## src/rtl/rgb_pkg.sv

```systemverilog
// ---------------------------------------------------------------------------
// rgb_pkg
// Shared definitions for the RGB sequence detector and its match logger.
// Holds the colour code width, the named colour codes and the logged event
// record layout. No ports; this is a package.
// ---------------------------------------------------------------------------
package rgb_pkg;

    // Width of one colour code as seen by the detector and logger
    localparam int CODE_W = 2;

    // Named colour codes; code 2'b11 has no name and is carried through untouched
    localparam logic [CODE_W-1:0] CODE_G = 2'b00;
    localparam logic [CODE_W-1:0] CODE_B = 2'b01;
    localparam logic [CODE_W-1:0] CODE_R = 2'b10;

    // Timestamp width of the event record at the default logger configuration
    localparam int EVT_TS_W = 16;

    // One logged detection: closing colour in the upper bits, timestamp below
    typedef struct packed {
        logic [CODE_W-1:0]   code;
        logic [EVT_TS_W-1:0] ts;
    } rgb_evt_t;

endpackage

```

## src/rtl/rgb_match_logger_if.sv

```systemverilog
// ---------------------------------------------------------------------------
// rgb_match_logger_if
// Bundles the detector-facing inputs and the host-facing read port of the
// match logger.
//   match, last_code   : detector pulse and the colour that closed it
//   rd_ready           : consumer accepts the head entry
//   clr_ovf            : clears the sticky overflow flag
//   rd_valid/rd_ts/rd_code : head entry of the event FIFO (zero when empty)
//   level, total, overflow : FIFO occupancy, saturating count, sticky drop flag
// Modports: master drives the inputs (host/detector side), slave is the logger.
// ---------------------------------------------------------------------------
interface rgb_match_logger_if
    import rgb_pkg::*;
#(
    parameter int TS_W  = 16,
    parameter int DEPTH = 8,
    parameter int CNT_W = 16
);
    localparam int LVL_W = $clog2(DEPTH) + 1;

    logic              match;
    logic [CODE_W-1:0] last_code;
    logic              rd_ready;
    logic              clr_ovf;
    logic              rd_valid;
    logic [TS_W-1:0]   rd_ts;
    logic [CODE_W-1:0] rd_code;
    logic [LVL_W-1:0]  level;
    logic [CNT_W-1:0]  total;
    logic              overflow;

    modport master (
        output match, last_code, rd_ready, clr_ovf,
        input  rd_valid, rd_ts, rd_code, level, total, overflow
    );

    modport slave (
        input  match, last_code, rd_ready, clr_ovf,
        output rd_valid, rd_ts, rd_code, level, total, overflow
    );

endinterface

```

## src/rtl/rgb_evt_fifo.sv

```systemverilog
// ---------------------------------------------------------------------------
// rgb_evt_fifo
// Generic synchronous first-word-fall-through FIFO. The head entry is
// presented combinationally on o_popData whenever o_empty is low.
//   clk, rst     : clock and synchronous active-high reset
//   i_push       : write i_pushData this edge (ignored when full unless popping)
//   i_pushData   : entry to write
//   i_pop        : retire the head entry this edge (ignored when empty)
//   o_popData    : head entry (undefined contents when empty)
//   o_full       : DEPTH entries held
//   o_empty      : no entries held
//   o_level      : current entry count, 0..DEPTH
// DEPTH must be a power of two so the pointers wrap by natural overflow.
// ---------------------------------------------------------------------------
module rgb_evt_fifo #(
    parameter int WIDTH = 18,
    parameter int DEPTH = 8
) (
    input  logic                       clk,
    input  logic                       rst,
    input  logic                       i_push,
    input  logic [WIDTH-1:0]           i_pushData,
    input  logic                       i_pop,
    output logic [WIDTH-1:0]           o_popData,
    output logic                       o_full,
    output logic                       o_empty,
    output logic [$clog2(DEPTH):0]     o_level
);
    localparam int PTR_W = $clog2(DEPTH);
    localparam int LVL_W = PTR_W + 1;

    logic [WIDTH-1:0] r_mem [DEPTH];
    logic [PTR_W-1:0] r_wrPtr;
    logic [PTR_W-1:0] r_rdPtr;
    logic [LVL_W-1:0] r_level;
    logic             w_pop;
    logic             w_push;

    // A pop only happens when something is there; a push into a full FIFO is
    // allowed only when the head leaves at the same edge, freeing its slot.
    assign w_pop  = i_pop && !o_empty;
    assign w_push = i_push && (!o_full || w_pop);

    // Pointer and occupancy bookkeeping; simultaneous push and pop leave the
    // level unchanged while both pointers advance.
    always_ff @(posedge clk) begin
        if (rst) begin
            r_wrPtr <= '0;
            r_rdPtr <= '0;
            r_level <= '0;
        end else begin
            if (w_push) r_wrPtr <= r_wrPtr + PTR_W'(1);
            if (w_pop)  r_rdPtr <= r_rdPtr + PTR_W'(1);
            case ({w_push, w_pop})
                2'b10:   r_level <= r_level + LVL_W'(1);
                2'b01:   r_level <= r_level - LVL_W'(1);
                default: r_level <= r_level;
            endcase
        end
    end

    // Storage needs no reset: stale slots are never presented because the
    // empty flag gates the head downstream.
    always_ff @(posedge clk) begin
        if (w_push) r_mem[r_wrPtr] <= i_pushData;
    end

    assign o_popData = r_mem[r_rdPtr];
    assign o_full    = (r_level == LVL_W'(DEPTH));
    assign o_empty   = (r_level == '0);
    assign o_level   = r_level;

endmodule

```

## src/rtl/rgb_match_logger.sv

```systemverilog
// ---------------------------------------------------------------------------
// rgb_match_logger
// Captures each detector match with its closing colour and a free-running
// timestamp into a FWFT event FIFO that a host drains through a valid/ready
// port. Also keeps a saturating detection count and a sticky overflow flag.
//   clk  : system clock, all state on the rising edge
//   rst  : synchronous active-high reset
//   bus  : rgb_match_logger_if slave modport (match/last_code in, read port,
//          level/total/overflow status out)
// ---------------------------------------------------------------------------
module rgb_match_logger
    import rgb_pkg::*;
#(
    parameter int TS_W  = 16,
    parameter int DEPTH = 8,
    parameter int CNT_W = 16
) (
    input logic               clk,
    input logic               rst,
    rgb_match_logger_if.slave bus
);
    localparam int EVT_W = CODE_W + TS_W;
    localparam int LVL_W = $clog2(DEPTH) + 1;

    logic [TS_W-1:0]  r_ts;
    logic [CNT_W-1:0] r_total;
    logic             r_overflow;

    logic [EVT_W-1:0] w_pushData;
    logic [EVT_W-1:0] w_headData;
    logic             w_full;
    logic             w_empty;
    logic [LVL_W-1:0] w_level;
    logic             w_rdValid;
    logic             w_pop;
    logic             w_drop;

    // Entry layout matches rgb_evt_t: code on top, timestamp below. The
    // timestamp is the value held before this edge's increment.
    assign w_pushData = {bus.last_code, r_ts};

    // When full, the only way a match gets in is if the head leaves at the
    // same edge; otherwise the detection is lost.
    assign w_rdValid = !w_empty;
    assign w_pop     = bus.rd_ready && w_rdValid;
    assign w_drop    = bus.match && w_full && !w_pop;

    rgb_evt_fifo #(
        .WIDTH (EVT_W),
        .DEPTH (DEPTH)
    ) u_fifo (
        .clk        (clk),
        .rst        (rst),
        .i_push     (bus.match),
        .i_pushData (w_pushData),
        .i_pop      (bus.rd_ready),
        .o_popData  (w_headData),
        .o_full     (w_full),
        .o_empty    (w_empty),
        .o_level    (w_level)
    );

    // Free-running timestamp, wraps naturally at 2^TS_W.
    always_ff @(posedge clk) begin
        if (rst) r_ts <= '0;
        else     r_ts <= r_ts + TS_W'(1);
    end

    // Counts every match, dropped or not, and parks at all-ones.
    always_ff @(posedge clk) begin
        if (rst) begin
            r_total <= '0;
        end else if (bus.match && (r_total != {CNT_W{1'b1}})) begin
            r_total <= r_total + CNT_W'(1);
        end
    end

    // Sticky drop flag; a drop at the same edge as a clear keeps it set so
    // the host never misses a loss it has not yet seen.
    always_ff @(posedge clk) begin
        if (rst)           r_overflow <= 1'b0;
        else if (w_drop)   r_overflow <= 1'b1;
        else if (bus.clr_ovf) r_overflow <= 1'b0;
    end

    // Head fields read as zero while the FIFO is empty.
    assign bus.rd_valid = w_rdValid;
    assign bus.rd_ts    = w_rdValid ? w_headData[TS_W-1:0] : '0;
    assign bus.rd_code  = w_rdValid ? w_headData[EVT_W-1:TS_W] : '0;
    assign bus.level    = w_level;
    assign bus.total    = r_total;
    assign bus.overflow = r_overflow;

endmodule
```

## src/flat_wrapper.sv

```systemverilog
// flat-port wrapper written by rule: the top's interface ports become plain ports
module rgb_match_logger_flat import rgb_pkg::*;
#(
    parameter int TS_W  = 16,
    parameter int DEPTH = 8,
    parameter int CNT_W = 16
)
  (clk, rst, bus_match, bus_last_code, bus_rd_ready, bus_clr_ovf, bus_rd_valid, bus_rd_ts, bus_rd_code, bus_level, bus_total, bus_overflow);
  rgb_match_logger_if #(.TS_W(TS_W), .DEPTH(DEPTH), .CNT_W(CNT_W)) bus_i ();
  input logic clk;
  input logic rst;
  input wire logic [$bits(bus_i.match)-1:0] bus_match;
  input wire logic [$bits(bus_i.last_code)-1:0] bus_last_code;
  input wire logic [$bits(bus_i.rd_ready)-1:0] bus_rd_ready;
  input wire logic [$bits(bus_i.clr_ovf)-1:0] bus_clr_ovf;
  output wire logic [$bits(bus_i.rd_valid)-1:0] bus_rd_valid;
  output wire logic [$bits(bus_i.rd_ts)-1:0] bus_rd_ts;
  output wire logic [$bits(bus_i.rd_code)-1:0] bus_rd_code;
  output wire logic [$bits(bus_i.level)-1:0] bus_level;
  output wire logic [$bits(bus_i.total)-1:0] bus_total;
  output wire logic [$bits(bus_i.overflow)-1:0] bus_overflow;
  assign bus_i.match = bus_match;
  assign bus_i.last_code = bus_last_code;
  assign bus_i.rd_ready = bus_rd_ready;
  assign bus_i.clr_ovf = bus_clr_ovf;
  assign bus_rd_valid = bus_i.rd_valid;
  assign bus_rd_ts = bus_i.rd_ts;
  assign bus_rd_code = bus_i.rd_code;
  assign bus_level = bus_i.level;
  assign bus_total = bus_i.total;
  assign bus_overflow = bus_i.overflow;
  rgb_match_logger #(.TS_W(TS_W), .DEPTH(DEPTH), .CNT_W(CNT_W)) u_core (.clk(clk), .rst(rst), .bus(bus_i));
endmodule
```

## config.mk

```make
export PLATFORM = sky130hd
export DESIGN_NAME = rgb_match_logger_flat
export DESIGN_NICKNAME = d
export VERILOG_FILES = /design/src/rtl/rgb_pkg.sv /design/src/rtl/rgb_match_logger_if.sv /design/src/rtl/rgb_evt_fifo.sv /design/src/rtl/rgb_match_logger.sv /design/src/flat_wrapper.sv
export SDC_FILE = /design/constraint.sdc
export NUM_CORES = 1
export LEC_CHECK = 0
export BUFFER_PORTS_ARGS = -buffer_cell sky130_fd_sc_hd__buf_2
export CORE_MARGIN = 5
export CORE_UTILIZATION = 50
export CTS_BUF_LIST = sky130_fd_sc_hd__clkbuf_4 sky130_fd_sc_hd__clkbuf_8 sky130_fd_sc_hd__clkbuf_16
export DETAILED_ROUTE_END_ITERATION = 8
export GPL_ROUTABILITY_DRIVEN = 1
export GPL_TIMING_DRIVEN = 0
export PLACE_DENSITY = 0.68
export SLEW_MARGIN = 25
export SYNTH_ARGS = -nofsm -noshare
export SYNTH_HDL_FRONTEND = slang
export SYNTH_HIERARCHICAL = 1
export SYNTH_SLANG_ARGS = --single-unit
```

## constraint.sdc

```tcl
create_clock -name clk -period 3.6 [get_ports clk]
set_clock_uncertainty 0.2 [all_clocks]
set_input_delay 0.36 -clock clk [delete_from_list [all_inputs] [get_ports clk]]
set_output_delay 0.36 -clock clk [all_outputs]
set_load 0.02 [all_outputs]
```

Yosys cells after proc, flatten, opt, wreduce, memory -nomap -nowiden
Memories as Yosys holds them, arrays and structs flattened. A register that Yosys moved wholly into a read port is not among the register bits.
Index checks and enable logic that the tools add are counted.
{"block": "totals", "register_bits": 43, "ramBits": 144, "in_bits": 7, "output_inout_bits": 40, "word_cells": 38, "memories": 1}
{"block": "classes", "n_addsub": 6, "eq_ne": 4, "n_mux": 9, "reduce_logical": 12}
{"name": "u_core.u_fifo.r_mem", "depth": 8, "width": 18, "read_ports": 1, "rd_clocked_by_memory_dff": 1, "write_ports": 1, "line_no": "rgb_evt_fifo.sv:32", "source": "logic [WIDTH-1:0] r_mem [DEPTH];"}
{"op": "16-bit by 1-bit adder with 16-bit output, second input constant", "n": 2}
{"op": "16-bit two-way mux", "n": 1}
{"op": "16-bit inequality test, second input constant", "n": 1}
{"op": "4-bit case mux with 2 select lines", "n": 1}
{"op": "3-bit by 1-bit adder with 3-bit output, second input constant", "n": 2}
{"op": "3-bit two-way mux", "n": 2}
{"op": "1-bit logical AND", "n": 5}
{"op": "4-bit by 1-bit adder with 4-bit output, second input constant", "n": 1}
{"op": "4-bit == test, second input constant", "n": 1}
{"op": "4-bit logical NOT", "n": 1}
{"op": "1-bit two-way mux", "n": 4}
{"op": "2-bit nonzero test", "n": 2}
{"op": "4-bit by 1-bit subtractor with 4-bit output, second input constant", "n": 1}
{"op": "1-bit logical NOT", "n": 3}
{"op": "2-bit by 1-bit == test with 1-bit output, second input constant", "n": 1}
{"op": "2-bit == test, second input constant", "n": 1}
{"op": "2-bit two-way mux", "n": 1}
{"op": "1-bit logical OR", "n": 1}

Depth between registers and ports, before layout
Gate-level depths: netlist (run 1).
{"block": "logic_depth", "word_depth": 7, "ltp_mapped": 10, "ltp_nobuf": 9}

Modules after synthesis
Netlist (run 1), hierarchy kept.
{"mod": "rgb_evt_fifo", "instances": 1, "cells_per_inst": 291, "area_each_um2": 6328.6, "seq_area_each_um2": 4584.4}
{"mod": "rgb_match_logger", "instances": 1, "cells_per_inst": 191, "area_each_um2": 1632.8, "seq_area_each_um2": 660.6}

Least setup slack after synthesis (run 1)
Ideal clock, no wire load.
{"block": "synth_path", "kind": "register to register", "start": "register u_core.u_fifo.r_level[0] (netlist: u_core/u_fifo/o_level[0])", "end": "memory u_core.u_fifo.r_mem[0][0] (enable)", "setup_ns": 0.439, "arrival_time_ns": 2.704, "required_ns": 2.961, "slack_ns": 0.257, "path_stages_with_launch": 5, "path_buffers": 1, "synth_period_minus_slack_ns": 3.343, "cell_sequence": "dfxtp_1 > or3_1 > buf_2 > o21ai_4 > nor4_1"}
{"block": "synth_via", "elab_chain_len": 7, "elab_cells_between_ends": 9, "classes_between": "eq/ne: 1; mux: 2; reduce/logical: 6"}
{"element": "from (decl)", "line_no": "rgb_evt_fifo.sv:35", "source": "logic [LVL_W-1:0] r_level;"}
{"element": "from (signal assigned)", "line_no": "rgb_evt_fifo.sv:55", "source": "2'b10: r_level <= r_level + LVL_W'(1);"}
{"element": "from (signal assigned)", "line_no": "rgb_evt_fifo.sv:56", "source": "2'b01: r_level <= r_level - LVL_W'(1);"}
{"element": "from (signal assigned)", "line_no": "rgb_evt_fifo.sv:57", "source": "default: r_level <= r_level;"}
{"element": "4-bit logical NOT", "line_no": "rgb_evt_fifo.sv:70", "source": "assign o_empty = (r_level == '0);"}
{"element": "1-bit logical NOT", "line_no": "rgb_evt_fifo.sv:41", "source": "assign w_pop = i_pop && !o_empty;"}
{"element": "1-bit logical AND", "line_no": "rgb_evt_fifo.sv:41"}
{"element": "1-bit logical OR (*)", "line_no": "rgb_evt_fifo.sv:42", "source": "assign w_push = i_push && (!o_full || w_pop);"}
{"element": "1-bit logical AND (*)", "line_no": "rgb_evt_fifo.sv:42"}
{"element": "1-bit two-way mux (*)", "line_no": "rgb_evt_fifo.sv:65", "source": "if (w_push) r_mem[r_wrPtr] <= i_pushData;"}
{"element": "1-bit two-way mux (implied by the code) (*)", "line_no": "rgb_evt_fifo.sv:65"}
{"element": "to (decl)", "line_no": "rgb_evt_fifo.sv:32"}
Every way passes the cells marked *; elsewhere a longest branch is shown, timed or not.

Worst setup path after layout (run 1)
{"block": "layout_path", "start": "register u_core.u_fifo.r_level[1] (netlist: u_core/u_fifo/o_level[1])", "end": "output bus_rd_ts[6]"}
{"block": "layout_via", "elab_chain_len": 2}
{"element": "4-bit logical NOT", "line_no": "rgb_evt_fifo.sv:70"}
{"element": "named net u_core.w_empty", "line_no": "rgb_match_logger.sv:32", "source": "logic w_empty;"}
{"element": "16-bit two-way mux", "line_no": "rgb_match_logger.sv:88", "source": "assign bus.rd_ts = w_rdValid ? w_headData[TS_W-1:0] : '0;"}
{"element": "to (decl)", "line_no": "flat_wrapper.sv:17", "source": "output wire logic [$bits(bus_i.rd_ts)-1:0] bus_rd_ts;"}
The timed path passes the listed nets, and every way through them passes these cells.

==> reports/metrics.yaml, run 1 <==
slowest_delay_ps: 530
synth_nets: 496
cts-root-buf: "clkbuf_16"
place_ws_ps: 422
ys.flop_type: "edfxtp_1"
crit_required_ps: 3040
clockBufferDepth: 2
setup_ws_ps: 326
yosys.area.top_type: "edfxtp_1"
period_needed_ps: 3270
synth-edff-count: 144
diodes: 0
worst-path-buf-inv: 3
fp-row-count: 46
final_cell_mix: "edfxtp_1 (144), buf_2 (52), dfxtp_1 (46)"
reg2reg_to: "u_core/u_fifo/o_level[3]"
worstPathMaxFanout: 10
leakagePower_nw: 3.23
hold_slack_ps: 22.9
synth_area_leaders: "edfxtp_1 (54%), dfxtp_1 (12%), mux4_1 (11%), mux2_2 (2.5%), xor2_1 (1.7%)"
worstSetupPathType: "reg2out"
grt_overflow: 0
min-delay-start: "bus_last_code[0]"
htreeDepth: 4
postLayoutCoreUtil_pct: 58.3
cpMostUsedCell: "buf_2"
grt_max_degree: 19
power_mw: 5.90
dieArea_sq_mm: 0.0185
grt_first_pass_wirelength_microns: 24300
drt_iter0_drc: 296
die_w_microns: 136
crit_path_end_kind: "output port"
final_common_cell: "edfxtp_1"
clock_latency_ps: 420
cp_top_family: "simple AND/OR/NAND/NOR gates"
drcViolationCount: 0
path_cells: "or3_1 > buf_2 > nor2_2 > clkbuf_1 > nor2b_1 > buf_2"
postCtsSetupBuffers: 0
fillers: 1238
nNetsFinal: 576
vias: 4423
drive_gt1_share_pct: 24.9
chipHeight_microns: 136
max_slew_margin_pct: 46.9
max-vdd-ir-drop_mv: 0.470
drt_pass1_iterations: 5
viasPerCell: 5.59
cts_tree: "built"
start_kind: "flip-flop"
core_area_sq_mm: 0.0158
holdPathEnd: "u_core/u_fifo/r_mem[5][16]"
clkTransAtPathRegs_ps: 60
reg2reg_slack_ps: 850
syn_inst: 482
finalCritPeriodShare_pct: 91.0
hold_depth: 1
syn2layout_area_growth_pct: 15.5
ys_seq_area_share_pct: 65.9
synthDistinctLibCells: 55
synth.avg_cell_area_sq_um: 16.5
regArea_sq_mm: 0.00525
reg2reg_depth: 10
slew_viol_final: 0
worst_pin_slew_ps: 793
multi_input_area_sq_mm: 0.00255
hold_violations: 0
crit_slowest_cell: "clkbuf_1"
synth_top_area_share_pct: 54.3
antenna_left: 0
grt_use_total_pct: 17.5
numCtsBuffers: 17
async_flop_share_pct: 0
place_congestion: 0.879
finalSetupViolCount: 0
hp-class: "in2reg"
grt_setup_unrepaired: "false"
r2r-start: "u_core/u_fifo/o_level[1]"
wl_microns: 15200
synth_seq_cells: 190
max_cap_viol_count: 0
clock_sinks: 190
antenna_found_initial: 0
syn-cell-area_sq_mm: 0.00796
grt_pass1_vias: 4580
initial_utilization_pct: 50.5
ys.warnings.count: 6
dp_hpwl_microns: 10200
timing.fmax_mhz: 305
num_io_pins: 47
routedWlPerCell_microns: 19.3
numPortBuffers: 46
worstPathArrival_ps: 2710
powerDensity_mw_per_mm2: 641
status: "completed"
-- kinds of logic after synthesis --
group / Yosys count / synth area share [%]
fa+ha+maj: 7 / 1.19
buf+inv: 29 / 2.77
flops: 190 / 65.9
compound gates: 46 / 4.09
xor+xnor: 20 / 2.20
simple gates: 131 / 9.01
mux: 59 / 14.9
-- cell usage after synthesis, drive strengths merged (3+ instances only) --
cell type,count
clkbuf,12
or4,5
mux2i,5
buf,9
nor3,5
o31ai,5
nand2,12
o211ai,3
a21oi,16
or3,13
inv,7
nor4,3
edfxtp,144
and4,4
dfxtp,46
xor2,15
ha,6
nor2,32
mux4,36
nor2b,20
mux2,18
nand3,15
xnor2,5
o21ai,13
nand2b,4
nand4,10
-- routing by layer --
| layer | vias up | GRT usage [%] | wire length [microns] |
|---|---|---|---|
| met5 | - | 0 | 0 |
| met4 | 0 | 5.82 | 185 |
| met3 | 15 | 3.85 | 643 |
| met2 | 109 | 28.6 | 7490 |
| met1 | 2220 | 23.6 | 6930 |
| li1 | 2079 | - | - |
-- area by class of cell --
| cell class | instances | share of cell area [%] |
|---|---|---|
| flip-flops and latches | 190 | 57.1 |
| multi-input cells | 263 | 27.7 |
| clock buffers | 17 | 4.63 |
| repair buffers | 61 | 3.87 |
| well taps | 216 | 2.94 |
| plain buffers | 22 | 2.11 |
| clock inverters | 15 | 1.40 |
| inverters | 7 | 0.286 |
-- sequential cells by signal, indices dropped and copies added, names as in the netlist, named ones only --
register,flops
u_core/r_ts,16
u_core/u_fifo/r_wrPtr,3
u_core/bus.overflow,1
u_core/u_fifo/r_mem,144
u_core/u_fifo/o_level,4
u_core/u_fifo/r_rdPtr,3
u_core/bus.total,16
-- metrics by stage --
| stage | cells | instance area [sq um] | setup TNS [ps] |
|---|---|---|---|
| floorplan | 482 | 7960 | 0 |
| global placement | 744 | 8460 | -53890 |
| detailed placement | 757 | 8620 | 0 |
| CTS | 791 | 9190 | 0 |
| global route | 791 | 9190 | 0 |
| finish | 791 | 9190 | 0 |
-- repair_timing --
item | in CTS | in global routing
hold buffers | 2 | 0
endpoints found under the hold margin | 9 | 0
setup endpoints to repair | 1 | 0
resized for setup | 1 | 0
-- power breakdown --
part | switching (mW) | internal, mW
Clock | 0.747 | 1.00
Sequential | 0.0766 | 2.45
Combinational | 0.889 | 0.728
Total | 1.71 | 4.18
-- worst max-delay path by stage --
| stage | from | end | slack (ps) | cells past startpoint |
|---|---|---|---|---|
| after floorplan | u_core/u_fifo/o_level[0] | u_core/u_fifo/r_mem[0][0] | 260 | 4 |
| after global placement | bus_match | u_core/u_fifo/r_mem[0][11] | -1420 | 4 |
| after detailed placement | u_core/u_fifo/o_level[1] | bus_rd_ts[6] | 420 | 6 |
| after CTS | u_core/u_fifo/o_level[1] | bus_rd_ts[6] | 220 | 6 |
| after global routing | u_core/u_fifo/o_level[1] | bus_rd_ts[6] | 150 | 6 |
| final | u_core/u_fifo/o_level[1] | bus_rd_ts[6] | 330 | 6 |
(Power assumes the default switching activity.)
==> inputs of run 2 (changes only) <==
- CORE_UTILIZATION: 50 -> 55
- PLACE_DENSITY: 0.68 -> 0.73
==> run 2 against run 1 <==
Compared with the run above: power up 2.1%; clock power is 7% higher; largest power group unchanged; setup slack better by 48 ps; worst hold slack better by 34 ps; final cell count fell by 4.0%; largest cell class unchanged; sequential cell count did not move; register-to-register slack lost 100 ps; core utilization up 5.7 points; non-clock buffer count is the same.
==> reports/metrics.yaml, run 2 (synthesis gave the netlist of run 1 again) <==
hold_slack_ps: 57.1
status: "completed"
numPortBuffers: 46
clock_latency_ps: 430
slew_viol_final: 0
cp_top_family: "simple AND/OR/NAND/NOR gates"
multi_input_area_sq_mm: 0.00255
internal_power_mw: 4.27
hold_violations: 0
chipHeight_microns: 130
period_needed_ps: 3230
start_kind: "flip-flop"
crit_path_end_kind: "output port"
grt_setup_unrepaired: "false"
fp-row-count: 44
num_io_pins: 47
seq_power_share_pct: 42.0
diodes: 0
fillers: 1003
die_w_microns: 130
path_cells: "or3_1 > buf_2 > nor2_2 > clkbuf_1 > nor2b_1 > buf_2"
max_slew_margin_pct: 41.7
core_area_sq_mm: 0.0144
grt_overflow: 0
switching_share_pct: 29.1
hp-class: "in2reg"
initial_utilization_pct: 55.4
layout.cells.non_filler: 759
antenna_left: 0
drt_pass1_iterations: 5
cts-root-buf: "clkbuf_16"
drt_iter0_drc: 375
largest_register_ff_count: 144
power_frac_comb_pct: 26.8
finalCritPeriodShare_pct: 89.6
regArea_sq_mm: 0.00525
clock_sinks: 190
grt_pass1_vias: 4424
regMostFlops: "u_core/u_fifo/r_mem"
cts_tree: "built"
powerDensity_mw_per_mm2: 654
worstPathMaxFanout: 10
final_common_cell: "edfxtp_1"
vias: 4434
leakagePower_nw: 3.24
clockBufferDepth: 2
fin_tns_setup_ps: 0
htreeDepth: 4
grt_use_total_pct: 19.3
wl_microns: 15500
place_congestion: 0.843
dp_hpwl_microns: 9910
final_cell_mix: "edfxtp_1 (144), buf_2 (51), dfxtp_1 (46)"
worstPathArrival_ps: 2670
worst-path-buf-inv: 3
antenna_found_initial: 0
timing.fmax_mhz: 310
dp_cells: 724
postCtsSetupBuffers: 0
cpMostUsedCell: "buf_2"
dieArea_sq_mm: 0.0170
worstSetupPathType: "reg2out"
switchingPower_mw: 1.75
syn2layout_area_growth_pct: 15.6
routedWlPerCell_microns: 20.5
clkTransAtPathRegs_ps: 70
slowest_delay_ps: 500
grt_max_degree: 19
max-vdd-ir-drop_mv: 0.402
drcViolationCount: 0
finalSetupViolCount: 0
crit_required_ps: 3040
drive_gt1_share_pct: 25.2
worst_pin_slew_ps: 869
max_cap_viol_count: 0
grt_first_pass_wirelength_microns: 24000
nNetsFinal: 576
p_clk_share_pct: 31.2
crit_slowest_cell: "clkbuf_1"
viasPerCell: 5.84
numCtsBuffers: 17
power_mw: 6.02
[run 2: routing by layer]
layer  part of all wire (%)  global-route usage [%]
met5                      0                       0
met4                    1.4                    6.85
met3                    4.8                    3.85
met2                     50                    31.1
met1                     44                    26.5
[run 2: metrics by stage]
step | utilization, % | cell area (sq um) | worst slack [ps]
finish | 64.0 | 9200 | 374
detailed placement | 59.6 | 8570 | 472
global route | 64.0 | 9200 | 62.3
global placement | 58.6 | 8420 | -1490
CTS | 64.0 | 9200 | 257
floorplan | - | 7960 | 257
[run 2: timing repair]
action	4_1_cts	5_1_grt
hold buffers	3	0
resized for setup	1	0
hold endpoints to repair	16	0
endpoints found under the setup margin	1	0
[run 2: cell type report]
class,instances,share of cell area (%)
Sequential cell,190,57.0
Clock inverter,15,1.88
Inverter,7,0.286
Timing Repair Buffer,61,3.92
Buffer,22,2.11
Tap cell,184,2.50
Clock buffer,17,4.62
Multi-Input combinational cell,263,27.7
[run 2: worst reg2reg max path, stage by stage (launching register included)]
cell and delay (ps):
dfxtp_1 370, or3_1 380, buf_2 180, o21ai_2 210, or2_2 170, inv_1 60, ha_1 330, a21oi_1 320
nor4bb_1 280, o21bai_1 130, a31oi_1 160
[run 2: final timing paths]
kind	depth (start not counted)	to	slack, ps	start
max	6	bus_rd_ts[6]	370	u_core/u_fifo/o_level[1]
min	4	u_core/bus.overflow	60	bus_clr_ovf
max reg2reg	10	u_core/u_fifo/o_level[3]	750	u_core/u_fifo/o_level[1]
min reg2reg	2	u_core/bus.total[15]	300	u_core/bus.total[15]
[run 2: power by group through the flow]
stage	Combinational, mW	Clock [mW]	Sequential, mW
2_1_floorplan	1.15	0	2.59
3_5_place_dp	1.63	0	2.57
3_3_place_gp	1.57	0	2.57
4_1_cts	1.64	1.91	2.53
5_1_grt	1.76	2.00	2.54
6_report	1.61	1.88	2.53
==> inputs of run 3 (changes only) <==
- RECOVER_POWER: unset -> 100
==> run 3 against run 2 <==
Compared with the run above: the run now ends with max-capacitance violations, max-slew violations left; final cell count stayed put; largest cell class unchanged; non-clock buffer count stayed put; core utilization is 1.4 points lower; global-route usage stayed put; sequential cell count stayed put; setup slack worse by 190 ps; critical path depth stayed put; worst hold slack worse by 7.4 ps.
==> reports/metrics.yaml, run 3 (synthesis gave the netlist of run 1 again) <==
crit_required_ps: 3040
chipHeight_microns: 130
start_kind: "flip-flop"
final_common_cell: "edfxtp_1"
cts_tree: "built"
antenna_found_initial: 0
fp-row-count: 44
drt_iter0_drc: 361
holdPathEnd: "u_core/bus.overflow"
r2r-start: "u_core/u_fifo/o_level[0]"
finalSetupViolCount: 0
status: "finished with violations"
fillers: 1059
crit_slowest_cell: "mux4_1"
power_mw: 5.94
die_w_microns: 130
largest_register_ff_count: 144
violations: "max-capacitance violations, max-slew violations"
reg2reg_slack_ps: 230
period_needed_ps: 3420
grt_use_total_pct: 19.3
viasPerCell: 5.84
min-delay-start: "bus_clr_ovf"
reg2reg_to: "u_core/u_fifo/r_mem[1][14]"
numPortBuffers: 46
regMostFlops: "u_core/u_fifo/r_mem"
diodes: 0
drcViolationCount: 0
dieArea_sq_mm: 0.0170
grt_first_pass_wirelength_microns: 24000
leakagePower_nw: 3.02
drt_pass1_iterations: 4
final_area_sq_mm: 0.00900
powerDensity_mw_per_mm2: 660
vias: 4433
clockBufferDepth: 2
slew_viol_final: 57
hp-class: "in2reg"
crit_path_end_kind: "output port"
finalCritPeriodShare_pct: 94.9
worstSetupPathType: "reg2out"
grt_setup_unrepaired: "false"
clock_sinks: 190
drive_gt1_share_pct: 15.3
htreeDepth: 4
clkTransAtPathRegs_ps: 70
reg2reg_depth: 6
hold_depth: 4
grt_overflow: 0
numCtsBuffers: 17
hold_violations: 0
slowest_delay_ps: 650
final_cell_mix: "edfxtp_1 (144), clkbuf_1 (50), dfxtp_1 (46)"
internal_power_mw: 4.20
postLayoutCoreUtil_pct: 62.6
grt_pass1_vias: 4424
worstPathMaxFanout: 10
core_area_sq_mm: 0.0144
path_cells: "clkbuf_4 > clkbuf_1 > mux4_1 > mux2_2 > nor2b_1 > clkbuf_2"
max_slew_margin_pct: -34.2
antenna_left: 0
worstPathArrival_ps: 2860
power_frac_comb_pct: 25.7
timing.fmax_mhz: 293
switchingPower_mw: 1.73
wl_microns: 15500
worst_pin_slew_ps: 2000
cts-root-buf: "clkbuf_16"
place_congestion: 0.843
initial_utilization_pct: 55.4
seq_power_share_pct: 42.6
dp_hpwl_microns: 9910
fin_tns_setup_ps: 0
placed_area_sq_mm: 0.00857
syn2layout_area_growth_pct: 13.0
p_clk_share_pct: 31.7
routedWlPerCell_microns: 20.5
num_io_pins: 47
nNetsFinal: 576
max_cap_viol_count: 4
max-vdd-ir-drop_mv: 0.395
grt_max_degree: 19
clock_latency_ps: 430
switching_share_pct: 29.2
run 3: final cells by class:
cell class	instances	area, sq um	area share, %
clock inverter	15	173	1.92
buffer	22	171	1.91
clock buffer	17	425	4.73
sequential	190	5250	58.3
inverter	7	26.3	0.292
timing repair buffer	61	273	3.03
tap	184	230	2.56
multi-input combinational	263	2450	27.3
run 3: what timing repair did:
item                                   CTS  global route
endpoints found under the hold margin   16             0
resized for setup                        1             0
hold buffers                             3             0
setup buffers                            0             0
setup endpoints to repair                1             0
run 3: stage by stage:
| step | setup WS (ps) | std cells | hold slack (ps) |
|---|---|---|---|
| 4_1_cts | 257 | 759 | 36.9 |
| 3_3_place_gp | -1490 | 712 | 269 |
| 2_1_floorplan | 257 | 482 | 233 |
| 6_report | 184 | 759 | 49.6 |
| 5_1_grt | 40.1 | 759 | 39.2 |
| 3_5_place_dp | 472 | 724 | 292 |
run 3: critical path, delay by kind of cell, from the launching register on:
family	cells	cell delay [ps]
buffers and inverters	3	1030
muxes	2	940
DFF	1	310
and+or+nand+nor	1	140
run 3: worst max path at each step:
stage                     slack [ps]                    endpoint
after detailed placement         470                bus_rd_ts[6]
after floorplan                  260   u_core/u_fifo/r_mem[0][0]
final                            180                bus_rd_ts[5]
after global placement         -1490  u_core/u_fifo/r_mem[0][11]
after CTS                        260                bus_rd_ts[6]
after global routing              40  u_core/u_fifo/r_mem[1][14]
run 3: power groups by stage:
stage | Combinational, mW | Clock, mW | Sequential, mW
after CTS | 1.64 | 1.91 | 2.53
after floorplan | 1.15 | 0 | 2.59
after detailed placement | 1.63 | 0 | 2.57
after global placement | 1.57 | 0 | 2.57
final | 1.53 | 1.88 | 2.53
after global routing | 1.67 | 2.00 | 2.54
run 3: metal layers:
metal	vias up	global-route usage, %	share of wire, %
met5	-	0	0
met4	0	6.85	1.4
met3	17	3.85	5.0
met2	147	31.1	49
met1	2184	26.5	44
li1	2085	-	-
